==> src/rtl/float_add_pipe.sv <==
// ---------------------------------------------------------------------------
// float_pkg + float_add_pipe
//
// Pipelined IEEE-754 single-precision adder/subtractor.
// Three register stages: align -> add -> normalize/round. The third stage
// register is the output register. A single global stall (advance) freezes
// every stage, bubbles included, whenever a valid result waits on a
// downstream that is not ready.
//
// Ports:
//   clk_i        clock
//   rst_ni       asynchronous active-low reset, clears all stage valids/outputs
//   in_valid_i   operand pair valid
//   in_ready_o   block accepts operands this cycle (= advance)
//   a_i, b_i     operands (float_t, 32 bits)
//   sub_i        1: A-B, 0: A+B
//   out_valid_o  result valid
//   out_ready_i  downstream accepts result
//   y_o          result (float_t)
//   inexact_o    result was rounded or overflowed (qualified by out_valid_o)
//
// Build option:
//   FLOAT_ADD_SPECIALS_EN  when defined, NaN/Inf inputs follow IEEE special
//                          rules (canonical qNaN 0x7FC00000). When undefined,
//                          exponent-255 inputs are ordinary finite values.
// ---------------------------------------------------------------------------

package float_pkg;
    localparam int unsigned BiasedExponentWidth = 8;
    localparam int unsigned MantissaWidth       = 23;
    localparam int unsigned Bias                = 127;

    // Biased exponent reserved for Inf/NaN.
    localparam logic [BiasedExponentWidth-1:0] ExpAllOnes =
        BiasedExponentWidth'(2 * Bias + 1);

    typedef struct packed {
        logic                           sign;
        logic [BiasedExponentWidth-1:0] exponent;
        logic [MantissaWidth-1:0]       mantissa;
    } float_t;

    function automatic float_t neg(input float_t f);
        float_t r;
        r      = f;
        r.sign = ~f.sign;
        return r;
    endfunction

    // Significand with implicit bit; subnormals (exponent 0) have it clear.
    function automatic logic [MantissaWidth:0] float_significand(input float_t f);
        return {(f.exponent != '0), f.mantissa};
    endfunction

    // Biased exponent as used for arithmetic: subnormals behave as exponent
    // 1 (i.e. 1-Bias unbiased), so alignment against normals is seamless.
    function automatic logic [BiasedExponentWidth-1:0] float_exponent(input float_t f);
        return (f.exponent == '0) ? BiasedExponentWidth'(1) : f.exponent;
    endfunction
endpackage

module float_add_pipe
    import float_pkg::*;
(
    input  logic        clk_i,
    input  logic        rst_ni,
    input  logic        in_valid_i,
    output logic        in_ready_o,
    input  logic [31:0] a_i,
    input  logic [31:0] b_i,
    input  logic        sub_i,
    output logic        out_valid_o,
    input  logic        out_ready_i,
    output logic [31:0] y_o,
    output logic        inexact_o
);

    localparam logic [31:0] QNAN = 32'h7FC0_0000;

    logic advance;
    assign advance    = !out_valid_o || out_ready_i;
    assign in_ready_o = advance;

    // ------------------------------------------------------------------
    // Stage 1: unpack, order by magnitude, align smaller operand
    // ------------------------------------------------------------------
    float_t      fa, fb, fl, fs;
    logic        swap;
    logic [7:0]  exp_l, exp_s, exp_diff;
    logic [23:0] sig_l, sig_s;
    logic [53:0] align_wide;
    logic [26:0] sig_s_aligned;
    logic        special_d;
    logic [31:0] special_val_d;

    // NOTE: every variable written here gets a default before any branch so
    // no path leaves it unassigned and no latch is inferred.
    always_comb begin
        fa            = float_t'(a_i);
        fb            = sub_i ? neg(float_t'(b_i)) : float_t'(b_i);
        // {exponent, mantissa} ordering is monotonic in magnitude.
        swap          = fb[30:0] > fa[30:0];
        fl            = swap ? fb : fa;
        fs            = swap ? fa : fb;
        exp_l         = float_exponent(fl);
        exp_s         = float_exponent(fs);
        sig_l         = float_significand(fl);
        sig_s         = float_significand(fs);
        exp_diff      = exp_l - exp_s;
        align_wide    = '0;
        sig_s_aligned = '0;
        if (exp_diff >= 8'd27) begin
            // Everything lands below the sticky position.
            sig_s_aligned = {26'd0, |sig_s};
        end else begin
            // Upper 27 bits are the shifted field; anything falling into the
            // lower half is collapsed into the sticky bit.
            align_wide    = {sig_s, 3'b000, 27'd0} >> exp_diff;
            sig_s_aligned = {align_wide[53:28], align_wide[27] | (|align_wide[26:0])};
        end
    end

`ifdef FLOAT_ADD_SPECIALS_EN
    logic a_nan, b_nan, a_inf, b_inf;
    always_comb begin
        a_nan         = (fa.exponent == ExpAllOnes) && (fa.mantissa != '0);
        b_nan         = (fb.exponent == ExpAllOnes) && (fb.mantissa != '0);
        a_inf         = (fa.exponent == ExpAllOnes) && (fa.mantissa == '0);
        b_inf         = (fb.exponent == ExpAllOnes) && (fb.mantissa == '0);
        special_d     = a_nan || b_nan || a_inf || b_inf;
        special_val_d = '0;
        if (a_nan || b_nan || (a_inf && b_inf && (fa.sign != fb.sign)))
            special_val_d = QNAN;
        else if (a_inf)
            special_val_d = {fa.sign, ExpAllOnes, 23'd0};
        else if (b_inf)
            special_val_d = {fb.sign, ExpAllOnes, 23'd0};
    end
`else
    assign special_d     = 1'b0;
    assign special_val_d = '0;
`endif

    logic        s1_valid, s1_sign, s1_eff_sub, s1_special;
    logic [7:0]  s1_exp;
    logic [23:0] s1_sig_l;
    logic [26:0] s1_sig_s;
    logic [31:0] s1_special_val;

    // NOTE: sequential state uses non-blocking assignments only, so every
    // stage samples the previous stage's pre-edge value.
    // NOTE: datapath registers are reset along with the valids; it is cheap
    // here and keeps y_o at 0 during and right after reset.
    always_ff @(posedge clk_i or negedge rst_ni) begin
        if (!rst_ni) begin
            s1_valid       <= 1'b0;
            s1_sign        <= 1'b0;
            s1_eff_sub     <= 1'b0;
            s1_special     <= 1'b0;
            s1_exp         <= '0;
            s1_sig_l       <= '0;
            s1_sig_s       <= '0;
            s1_special_val <= '0;
        end else if (advance) begin
            s1_valid       <= in_valid_i;
            s1_sign        <= fl.sign;
            s1_eff_sub     <= fl.sign ^ fs.sign;
            s1_special     <= special_d;
            s1_exp         <= exp_l;
            s1_sig_l       <= sig_l;
            s1_sig_s       <= sig_s_aligned;
            s1_special_val <= special_val_d;
        end
    end

    // ------------------------------------------------------------------
    // Stage 2: magnitude add/subtract (never negative: |L| >= |S|)
    // ------------------------------------------------------------------
    logic [27:0] sum_d;
    assign sum_d = s1_eff_sub ? ({1'b0, s1_sig_l, 3'b000} - {1'b0, s1_sig_s})
                              : ({1'b0, s1_sig_l, 3'b000} + {1'b0, s1_sig_s});

    logic        s2_valid, s2_sign, s2_special;
    logic [7:0]  s2_exp;
    logic [27:0] s2_sum;
    logic [31:0] s2_special_val;

    always_ff @(posedge clk_i or negedge rst_ni) begin
        if (!rst_ni) begin
            s2_valid       <= 1'b0;
            s2_sign        <= 1'b0;
            s2_special     <= 1'b0;
            s2_exp         <= '0;
            s2_sum         <= '0;
            s2_special_val <= '0;
        end else if (advance) begin
            s2_valid       <= s1_valid;
            // x + (-x) is +0; a same-sign zero sum keeps the operands' sign.
            s2_sign        <= (sum_d == '0 && s1_eff_sub) ? 1'b0 : s1_sign;
            s2_special     <= s1_special;
            s2_exp         <= s1_exp;
            s2_sum         <= sum_d;
            s2_special_val <= s1_special_val;
        end
    end

    // ------------------------------------------------------------------
    // Stage 3: normalize, round to nearest even, pack
    // ------------------------------------------------------------------
    function automatic logic [4:0] lzc27(input logic [26:0] v);
        logic [4:0] n;
        n = 5'd27;
        for (int i = 0; i < 27; i++)
            if (v[i]) n = 5'(26 - i);
        return n;
    endfunction

    logic [4:0]  lz;
    logic [7:0]  shift_lim, shift;
    logic [26:0] norm;
    logic [9:0]  exp_n, exp_f;
    logic        round_up, overflow;
    logic [32:0] rounded;
    logic [31:0] y_d;
    logic        inexact_d;

    always_comb begin
        lz        = lzc27(s2_sum[26:0]);
        shift_lim = s2_exp - 8'd1;
        shift     = '0;
        if (s2_sum[27]) begin
            // Carry-out: one right shift, dropped bit folds into sticky.
            norm  = {s2_sum[27:2], s2_sum[1] | s2_sum[0]};
            exp_n = {2'b00, s2_exp} + 10'd1;
        end else begin
            // Left-normalize, but never below biased exponent 1; what is
            // left un-normalized is a subnormal.
            shift = ({3'b000, lz} > shift_lim) ? shift_lim : {3'b000, lz};
            norm  = s2_sum[26:0] << shift;
            exp_n = {2'b00, s2_exp} - {2'b00, shift};
        end
        exp_f    = norm[26] ? exp_n : 10'd0;
        round_up = norm[2] & (norm[1] | norm[0] | norm[3]);
        // Mantissa carry ripples into the exponent field, which also turns a
        // rounded-up subnormal into the smallest normal.
        rounded  = {exp_f, norm[25:3]} + 33'(round_up);
        overflow = rounded[32:23] >= {2'b00, ExpAllOnes};

        y_d       = {s2_sign, rounded[30:0]};
        inexact_d = |norm[2:0];
        if (s2_special) begin
            y_d       = s2_special_val;
            inexact_d = 1'b0;
        end else if (s2_sum == '0) begin
            y_d       = {s2_sign, 31'd0};
            inexact_d = 1'b0;
        end else if (overflow) begin
            y_d       = {s2_sign, ExpAllOnes, 23'd0};
            inexact_d = 1'b1;
        end
    end

    always_ff @(posedge clk_i or negedge rst_ni) begin
        if (!rst_ni) begin
            out_valid_o <= 1'b0;
            y_o         <= '0;
            inexact_o   <= 1'b0;
        end else if (advance) begin
            out_valid_o <= s2_valid;
            if (s2_valid) begin
                y_o       <= y_d;
                inexact_o <= inexact_d;
            end
        end
    end

endmodule
==> config.mk <==
export PLATFORM = sky130hd
export DESIGN_NAME = float_add_pipe
export DESIGN_NICKNAME = d
export VERILOG_FILES = /design/src/rtl/float_add_pipe.sv
export SDC_FILE = /design/constraint.sdc
export NUM_CORES = 1
export LEC_CHECK = 0
export ABC_AREA = 1
export BUFFER_PORTS_ARGS = -buffer_cell sky130_fd_sc_hd__buf_2
export CAP_MARGIN = 15
export CORE_MARGIN = 4
export CORE_UTILIZATION = 62
export DETAILED_ROUTE_END_ITERATION = 10
export PLACE_DENSITY_LB_ADDON = 0.15
export SYNTH_ARGS = -nofsm -noshare
export SYNTH_HDL_FRONTEND = slang
export SYNTH_SLANG_ARGS = --single-unit
==> constraint.sdc <==
create_clock -name clk_i -period 6.8 [get_ports clk_i]
set_input_delay 1.36 -clock clk_i [delete_from_list [all_inputs] [get_ports clk_i]]
set_output_delay 1.36 -clock clk_i [all_outputs]
set_load 0.005 [all_outputs]
After elaboration in Yosys (flattened, before gate mapping)
Cells that the tools add are included.
{"block": "totals", "mem_count": 0, "latchBits": 0, "reg_bits": 134, "out_inout_bits": 35, "mem_bits_rw": 0, "word_cells": 89, "rom_bits": 0}
{"block": "op_classes", "n_mul": 0, "shift": 2, "n_bitwise": 7, "div_mod_pow": 0, "add_sub_neg": 7, "order_cmp": 4, "n_reduce_logical": 13, "eq_ne": 0, "n_mux": 43}
{"cell": "2-to-1 mux 5 bit", "n": 26}
{"cell": "2-to-1 mux 32 bit", "n": 3}
{"cell": "2-to-1 mux 31 bit", "n": 2}
{"cell": "zero test 28 bit", "n": 2}
{"cell": "2-to-1 mux 27 bit", "n": 2}
{"cell": ">> shifter 54 x 8 -> 54 bit", "n": 1}
{"cell": "adder 33 x 1 -> 33 bit", "n": 1}
{"cell": "> comparator 31 bit", "n": 1}
{"cell": "adder 27 x 27 -> 28 bit", "n": 1}
{"cell": "2-to-1 mux 28 bit", "n": 1}
{"cell": "subtractor 27 x 27 -> 28 bit", "n": 1}
{"cell": "OR reduction 27 bit", "n": 1}
{"cell": "left shift 27 x 8 -> 27 bit", "n": 1}
{"cell": "2-to-1 mux 8 bit", "n": 3}
{"cell": "OR reduction 24 bit", "n": 1}
{"cell": "2-to-1 mux 10 bit", "n": 2}
{"cell": "zero test 8 bit", "n": 2}
{"cell": "nonzero test 8 bit", "n": 2}
{"cell": ">= comparator 10 x 8 -> 1 bit (second input constant)", "n": 1}
{"cell": "adder 8 x 1 -> 9 bit (second input constant)", "n": 1}
{"cell": "subtractor 8 x 8 -> 9 bit", "n": 1}
{"cell": ">= comparator 8 x 5 -> 1 bit (second input constant)", "n": 1}
{"cell": "> comparator 5 x 8 -> 1 bit", "n": 1}
{"cell": "subtractor 8 x 1 -> 8 bit (second input constant)", "n": 1}
{"cell": "other kinds (11)", "n": 17}

Longest topological paths before layout
Gate-level depths: netlist (run 1).
{"block": "logic_depth", "word_depth": 38, "ltp_mapped": 59, "mapped_depth_nobuf": 56}

Least setup slack after synthesis (run 1)
OpenSTA, ideal clock, no wires.
{"block": "synth_timing", "path_kind": "input to register", "start": "input a_i[2]", "end": "register s1_sig_s[0]", "arrival_time_ns": 6.917, "n_path_buf": 5, "path_slack_ns": -0.234, "setup_ns": 0.116, "stages": 48, "t_required_ns": 6.684, "cell_sequence": "inv_1 -> ha_1 -> a21oi_1 -> o21ai_0 -> a21oi_1 -> o21a_1 -> o21bai_1 -> a21oi_1 -> nor2_1 -> o21ai_0 -> nand2_1 -> nand2_1 -> clkbuf_1 -> clkbuf_1 -> clkbuf_1 -> nand2_1 -> o21ai_0 -> inv_1 -> [... 12 more ...] -> clkbuf_1 -> clkbuf_1 -> a31oi_1 -> nand2_1 -> nand3_1 -> nand2_1 -> o21ai_0 -> nand2_1 -> nor2_1 -> nand4_1 -> nor2_1 -> nand3_1 -> nand2_1 -> nand2_1 -> nand2_1 -> nand3_1 -> nand2_1 -> nand2_1"}
{"block": "synth_via", "elab_chain_len": 9, "word_cells_on_any_way": 15, "classes_between": "add/sub (1); order compare (2); shift (1); mux (5); bitwise (1); reduce/logical (5)"}
{"item": "from (decl)", "line_no": "69", "text": "input logic [31:0] a_i,"}
{"item": "> comparator 31 bit *", "line_no": "102", "text": "swap = fb[30:0] > fa[30:0];"}
{"item": "2-to-1 mux 32 bit *", "line_no": "103", "text": "fl = swap ? fb : fa;"}
{"item": "zero test 8 bit", "line_no": "58", "text": "return (f.exponent == '0) ? BiasedExponentWidth'(1) : f.exponent;"}
{"item": "2-to-1 mux 8 bit *", "line_no": "58"}
{"item": "net exp_l[2]", "line_no": "89", "text": "logic [7:0] exp_l, exp_s, exp_diff;"}
{"item": "subtractor 8 bit *", "line_no": "109", "text": "exp_diff = exp_l - exp_s;"}
{"item": ">> shifter 54 x 8 -> 54 bit", "line_no": "118", "text": "align_wide = {sig_s, 3'b000, 27'd0} >> exp_diff;"}
{"item": "OR reduction 27 bit", "line_no": "119", "text": "sig_s_aligned = {align_wide[53:28], align_wide[27] | (|align_wide[26:0])};"}
{"item": "OR 1 bit", "line_no": "119"}
{"item": "2-to-1 mux 27 bit *", "line_no": "112", "text": "if (exp_diff >= 8'd27) begin"}
{"item": "to (signal assigned)", "line_no": "171", "text": "s1_sig_s <= sig_s_aligned;"}
{"item": "to (decl)", "line_no": "147", "text": "logic [26:0] s1_sig_s;"}
The timed path passes the listed nets; every way through them passes the cells marked *.
A chain may end at the register's enable or synchronous reset.

Worst setup path after layout (run 1)
{"block": "layout_timing", "start": "input a_i[26]", "end": "register s1_sig_s[0]"}
{"block": "layout_via", "elab_chain_len": 9, "word_cells_on_any_way": 15, "classes_between": "add/sub (1); order compare (2); shift (1); mux (5); bitwise (1); reduce/logical (5)"}
{"item": "> comparator 31 bit", "line_no": "102"}
{"item": "2-to-1 mux 32 bit *", "line_no": "103"}
{"item": "zero test 8 bit", "line_no": "58"}
{"item": "2-to-1 mux 8 bit *", "line_no": "58"}
{"item": "net exp_l[4]", "line_no": "89"}
{"item": "subtractor 8 bit *", "line_no": "109"}
{"item": ">> shifter 54 x 8 -> 54 bit", "line_no": "118"}
{"item": "OR reduction 27 bit", "line_no": "119"}
{"item": "OR 1 bit", "line_no": "119"}
{"item": "2-to-1 mux 27 bit *", "line_no": "112"}
Marked as above.

==> results by group, run 1 <==
Timing
  • Actual slew at the worst max-slew pin: 0.9179 ns
  • Final setup vio count: 0
  • Tmin final: 6.744 ns
  • Max-slew headroom: 0.3843
  • RSZ-0062 raised after global routing: true
  • Final period util: 0.9918
  • Max-slew violation count: 0
  • Fin Hold WS: 0.4779 ns
  • Setup TNS: 0 ns
  • FMAX: 148.3 MHz
  • Clock skew: 0.01620 ns
  • Final hold vios: 0

Finish
  • Antenna cells: 0
  • Layout area overhead: 18.56%
  • Util after Layout: 0.7530
  • Most common cell after layout, fill and taps aside: nand2_1
  • Ratio of cells with drive above 1 in the final layout: 0.1726
  • Most frequent cells in the layout: nand2_1 (673), nand3_1 (314), inv_1 (233)
  • Final net count: 2704
  • Non-filler cells, final: 2857

Synthesis
  • Post-synthesis cell type count: 53
  • Yosys reg bits: 134
  • Synth async-reset ratio: 1.000
  • Synth Flop Type: dfrtp_1
  • Synth warn: 0
  • EDFF count, synth: 0
  • Post-synthesis sequential area ratio: 0.2318
  • Mean Syn Cell Area: 6.180 µm²
  • Netlist Area Pre-Place: 14470 µm²
  • Net count after synthesis: 2514
  • Syn Inst Count: 2341

Clock network
  • CTS tree: built
  • Root buffer selected by CTS: clkbuf_16
  • Max clock buf depth: 2
  • H-tree lvl count: 4
  • Clock sink count: 134
  • Worst skew pair latency: 0.44 ns
  • Worst-path clk slew: 0.07 ns
  • Num CTS Buffers: 17

Worst hold path
  • Worst min-delay path class: reg -> reg
  • Hold path cells: 2

Detailed routing
  • DRC viols: 0
  • Iter 0 DRT Violations: 1508
  • Post-DR vias/cell: 6.036
  • Post-Route WL: 49760 µm
  • Vias: 17.24k
  • DRT Pass-1 Iters: 9
  • Routed Antenna Nets: 0
  • WL per Instance: 17.42 µm

Placed design
  • Routability cong.: 1.020
  • Placed instance count: 2816
  • Post-DP HPWL: 37920 µm
  • PortBufs: 103

Global routing
  • Total track usage: 0.3719
  • First-pass GRT wire length: 79380 µm
  • Gr ovfl total: 0
  • Initial antenna violation count: 0
  • Pin count of the biggest net entering global routing: 94
  • Vias in the first global route: 16.40k

Power
  • Leakage power: 8.930 nW
  • Logic gate share of total power: 0.747
  • Cell-internal power: 3.932 mW
  • Max VDD drop: 0.2568 mV
  • Sw Ratio: 0.5699
  • Register share of total power: 0.150
  • Net Sw Power: 5.210 mW
  • Pwr dens: 533.0 nW/µm²
  • Clock power frac: 0.103

Die
  • Core Footprint: 22780 µm²
  • DIE AREA: 25840 µm²
  • Starting Density: 0.6352
  • IO Pins: 104
  • # rows: 55
  • Die width: 160.8 µm
  • Die Y: 160.8 µm

Setup path
  • CP Class: in -> reg
  • Worst path slowest cell: or3b_2
  • Crit start category: input port
  • Cell mode on critical path: nand2_1
  • Critical Path RT: 7.13 ns
  • CP Max Fanout: 15
  • Worst Setup End Kind: register
  • R2R depth: 51
  • Critical Path Max Stage Delay: 0.49 ns
  • Crit path arrival time: 7.08 ns

Job
  • Max cap viols: 0

Run status
  • Outcome: completed
==> power groups by stage <==
| stage | Sequential (mW) | Clock [mW] | Combinational, mW |
|---|---|---|---|
| 2_1_floorplan | 1.29 | 0 | 4.55 |
| 3_3_place_gp | 1.35 | 0 | 6.36 |
| 3_5_place_dp | 1.36 | 0 | 6.46 |
| 4_1_cts | 1.35 | 0.938 | 6.52 |
| 5_1_grt | 1.40 | 0.980 | 7.57 |
| 6_report | 1.37 | 0.938 | 6.83 |
==> area by class of cell <==
cell class	instances	area, µm²
tap	313	391.6
inverter	253	949.7
fill	1874	5625
multi-input combinational	1844	9960
clock buffer	17	425.4
clock inverter	15	161.4
timing repair buffer	281	1912
sequential	134	3353
==> repair_timing <==
item | 4_1_cts | 5_1_grt
hold buffers | 0 | 0
endpoints found under the hold margin | 0 | 0
endpoints found under the setup margin | 1 | 55
resized for setup | 8 | 79
cloned | 0 | 3
setup buffers | 0 | 6
pin swaps | 0 | 23
==> final timing paths <==
path,startpoint,endpoint,slack (ns)
max,a_i[26],s1_sig_s[0],0.06
min,y_o[31],y_o[31],0.48
max reg2reg,s2_sum[2],y_o[27],0.49
min reg2reg,y_o[31],y_o[31],0.48
max in group asynchronous,rst_ni,y_o[1],4.66
min in group asynchronous,rst_ni,s2_exp[5],0.89
==> routing by layer <==
metal	share of wire	vias up	global-route usage
met5	0	-	0
met4	0.073	0	0.2575
met3	0.073	236	0.05004
met2	0.49	925	0.6437
met1	0.37	7911	0.4252
li1	-	8172	-
==> state kept, by name (all words and copies together) (netlist names), 8 cells and up <==
register,count
s2_exp,8
s1_sig_l,24
s1_sig_s,27
y_o,32
s1_exp,8
s2_sum,28
==> critical path: cells and delay by family <==
kind / cells / cell delay, ns
simple gates: 24 / 3.08
compound gates: 8 / 1.03
buf+inv: 8 / 0.87
fa+ha+maj: 2 / 0.50
xor+xnor: 1 / 0.25
==> stage by stage <==
step | power, mW | area (µm²) | worst slack, ns
after floorplan | 5.834 | 14470 | 0.008863
after global placement | 7.706 | 16210 | -0.5586
after detailed placement | 7.824 | 16210 | -0.8120
after CTS | 8.814 | 16820 | 0.004304
after global routing | 9.951 | 17150 | -0.4577
final | 9.142 | 17150 | 0.05553
==> synthesized netlist by cell type (all sizes together) (21+ instances only) <==
cell,count,share of area
nand2,695,0.18
nand4,63,0.027
clkbuf,78,0.020
buf,33,0.014
o21ai,211,0.073
dfrtp,134,0.23
a21oi,93,0.032
xor2,48,0.029
nor2,146,0.040
nand3,336,0.12
ha,101,0.087
o22ai,21,0.0091
inv,246,0.064
==> logic make-up (layout without fill, tap and decap cells) <==
| group | after synthesis | after routing | synth area share |
|---|---|---|---|
| buf+inv | 364 | 566 | 0.09980 |
| flops | 134 | 134 | 0.2318 |
| simple gates | 1295 | 1296 | 0.3959 |
| fa+ha+maj | 104 | 104 | 0.09150 |
| other cells | 1 | 1 | 0.0002592 |
| mux | 1 | 1 | 0.0006919 |
| xor+xnor | 58 | 58 | 0.03511 |
| compound gates | 384 | 384 | 0.1449 |
Power figures use the tool's default switching activity.
==> inputs of run 2 (changes only) <==
--- a/config.mk
+++ b/config.mk
@@ -9,7 +9,7 @@
 export BUFFER_PORTS_ARGS = -buffer_cell sky130_fd_sc_hd__buf_2
 export CAP_MARGIN = 15
 export CORE_MARGIN = 4
-export CORE_UTILIZATION = 62
+export CORE_UTILIZATION = 54
 export DETAILED_ROUTE_END_ITERATION = 10
 export PLACE_DENSITY_LB_ADDON = 0.15
 export SYNTH_ARGS = -nofsm -noshare
==> run 2 against run 1 <==
Clock skew grew 0.0057 ns; routed wire length down 0.51%; non-clock buffer count is 2 higher; sequential cell count did not move; total power down 0.49%; critical endpoint unchanged; critical path type unchanged; clock power is 2.9% lower; design area down 0.36%; global-route usage fell by 4.2 points; highest routed layer unchanged; sequential share of layout area rose by 0.070 points; maximum frequency grew 2.1%.
==> results by group, run 2 (synthesis gave the netlist of run 1 again) <==
Clock network
  • Num CTS Buffers: 17 (unchanged)
  • Clock sink count: 134 (unchanged)
  • Worst skew pair latency: 0.43 ns (about the same)
  • Worst-path clk slew: 0.07 ns (about the same)
  • Max clock buf depth: 2 (unchanged)
  • CTS tree: built
  • H-tree lvl count: 4 (unchanged)
  • Root buffer selected by CTS: clkbuf_16
  • Hold_buf cts: 0 (unchanged)

Finish
  • Util after Layout: 0.6522 (-0.1009)
  • Final net count: 2705 (+0.037%)
  • Most common cell after layout, fill and taps aside: nand2_1
  • Largest Register: y_o
  • Number of flip-flops under the largest register name: 32 (unchanged)
  • Ratio of cells with drive above 1 in the final layout: 0.1690 (-0.003604)
  • Layout area overhead: 18.14%
  • Most frequent cells in the layout: nand2_1 (676), nand3_1 (316), inv_1 (233)
  • Largest regs: y_o x32, s2_sum x28, s1_sig_s x27
  • Antenna cells: 0 (unchanged)

Placed design
  • Routability cong.: 0.9578 (-6.1%)
  • Setup Slack @ Placement: -0.5371 ns (+0.2748 ns)
  • Post-DP HPWL: 38890 µm (+2.5%)
  • PortBufs: 103 (unchanged)

Die
  • Die Y: 171.7 µm (+6.8%)
  • Core Footprint: 26210 µm² (+15%)
  • # rows: 59 (+7.3%)
  • Starting Density: 0.5521 (-0.08309)
  • Die width: 171.7 µm (+6.8%)
  • IO Pins: 104 (unchanged)
  • DIE AREA: 29470 µm² (+14%)

Timing
  • Max-slew headroom: 0.3823 (-0.001994)
  • Tmin final: 6.608 ns (-0.1364 ns)
  • FMAX: 151.3 MHz (+2.1%)
  • Setup TNS: 0 ns (unchanged)
  • Fin Hold WS: 0.4764 ns (-0.001565 ns)
  • RSZ-0062 raised after global routing: true
  • Max-slew violation count: 0 (unchanged)
  • Final period util: 0.9718 (-0.02006)
  • Final setup vio count: 0 (unchanged)
  • Actual slew at the worst max-slew pin: 0.9208 ns (+0.002973 ns)
  • Final WS setup: 0.1919 ns (+0.1364 ns)
  • Clock skew: 0.02191 ns (+0.005711 ns)
  • Final hold vios: 0 (unchanged)

Power
  • Cell-internal power: 3.900 mW (-0.81%)
  • Logic gate share of total power: 0.749 (+0.002)
  • Clock power frac: 0.100 (-0.003)
  • Pwr dens: 532.3 nW/µm² (-0.13%)
  • Leakage power: 8.885 nW (-0.51%)
  • Net Sw Power: 5.197 mW (-0.25%)
  • Sw Ratio: 0.5713 (+0.001393)
  • Register share of total power: 0.151 (about the same)
  • Max VDD drop: 0.2239 mV (-13%)
  • Design Power: 9.097 mW (-0.49%)

Job
  • Max cap viols: 0 (unchanged)

Detailed routing
  • WL per Instance: 17.19 µm (-1.3%)
  • DRT Pass-1 Iters: 6 (-3)
  • Routed Antenna Nets: 0 (unchanged)
  • Post-Route WL: 49510 µm (-0.51%)
  • DRC viols: 0 (unchanged)
  • Vias: 16.55k (-4.0%)
  • Iter 0 DRT Violations: 1228 (-19%)
  • Post-DR vias/cell: 5.748 (-4.8%)

Worst hold path
  • Worst min-delay path class: reg -> reg

Setup path
  • CP Max Fanout: 21 (+6)
  • Crit path arrival time: 6.93 ns (-0.15 ns)
  • Critical Path Max Stage Delay: 0.48 ns (about the same)
  • CP Class: in -> reg
  • Worst Setup End Kind: register
  • Critical Path RT: 7.12 ns (about the same)
  • Cell mode on critical path: nand2_1
  • Worst path slowest cell: or3b_2
  • Crit start category: input port

Global routing
  • Total track usage: 0.3300 (-0.04187)
  • First-pass GRT wire length: 78350 µm (-1.3%)
  • Pin count of the biggest net entering global routing: 94 (unchanged)
  • Vias in the first global route: 15.64k (-4.7%)
  • Gr ovfl total: 0 (unchanged)
  • Initial antenna violation count: 0 (unchanged)

Run status
  • Outcome: completed
[run 2: final timing paths]
path	to	startpoint	slack, ns	cells after the start
max	s1_sig_s[0]	a_i[26]	0.19	42
min	y_o[5]	y_o[5]	0.48	2
max reg2reg	y_o[6]	s2_sum[1]	0.57	50
min reg2reg	y_o[5]	y_o[5]	0.48	2
max in group asynchronous	s1_sig_l[9]	rst_ni	4.54	2
min in group asynchronous	s2_exp[6]	rst_ni	0.92	1
[run 2: through the flow]
step | cells | area [µm²]
4_1_cts | 2873 | 16830
3_5_place_dp | 2841 | 16250
3_3_place_gp | 2841 | 16250
5_1_grt | 2880 | 17090
2_1_floorplan | 2341 | 14470
6_report | 2880 | 17090
[run 2: cell type report]
class | instances | area, µm²
Clock buffer | 18 | 439.2
Clock inverter | 14 | 131.4
Timing Repair Buffer | 283 | 1918
Inverter | 253 | 952.2
Multi-Input combinational cell | 1843 | 9878
Fill cell | 2497 | 9115
Sequential cell | 134 | 3353
Tap cell | 335 | 419.2
[run 2: worst max-delay path, delay by kind of cell]
kind / cells / cell delay [ns]
xor+xnor: 1 / 0.27
simple gates: 24 / 3.10
compound gates: 8 / 0.91
fa+ha+maj: 2 / 0.49
buf+inv: 7 / 0.79
[run 2: what timing repair did]
| action | 4_1_cts | 5_1_grt |
|---|---|---|
| resized for setup | 4 | 72 |
| setup buffers | 0 | 5 |
| pin swaps | 0 | 19 |
| cloned | 0 | 2 |
| setup endpoints to repair | 1 | 52 |
[run 2: per-layer routing]
metal | global-route usage | vias up | wire length, µm
met3 | 0.03815 | 132 | 2529
met4 | 0.1433 | 0 | 2360
met5 | 0 | - | 0
li1 | - | 8164 | -
met2 | 0.5959 | 597 | 24760
met1 | 0.3947 | 7660 | 19860
[run 2: power groups by stage]
stage          Clock, mW  Sequential [mW]  Combinational, mW
5_1_grt            0.956             1.40               7.54
2_1_floorplan          0             1.29               4.55
3_5_place_dp           0             1.37               6.51
3_3_place_gp           0             1.36               6.45
6_report           0.911             1.37               6.81
4_1_cts            0.923             1.36               6.55
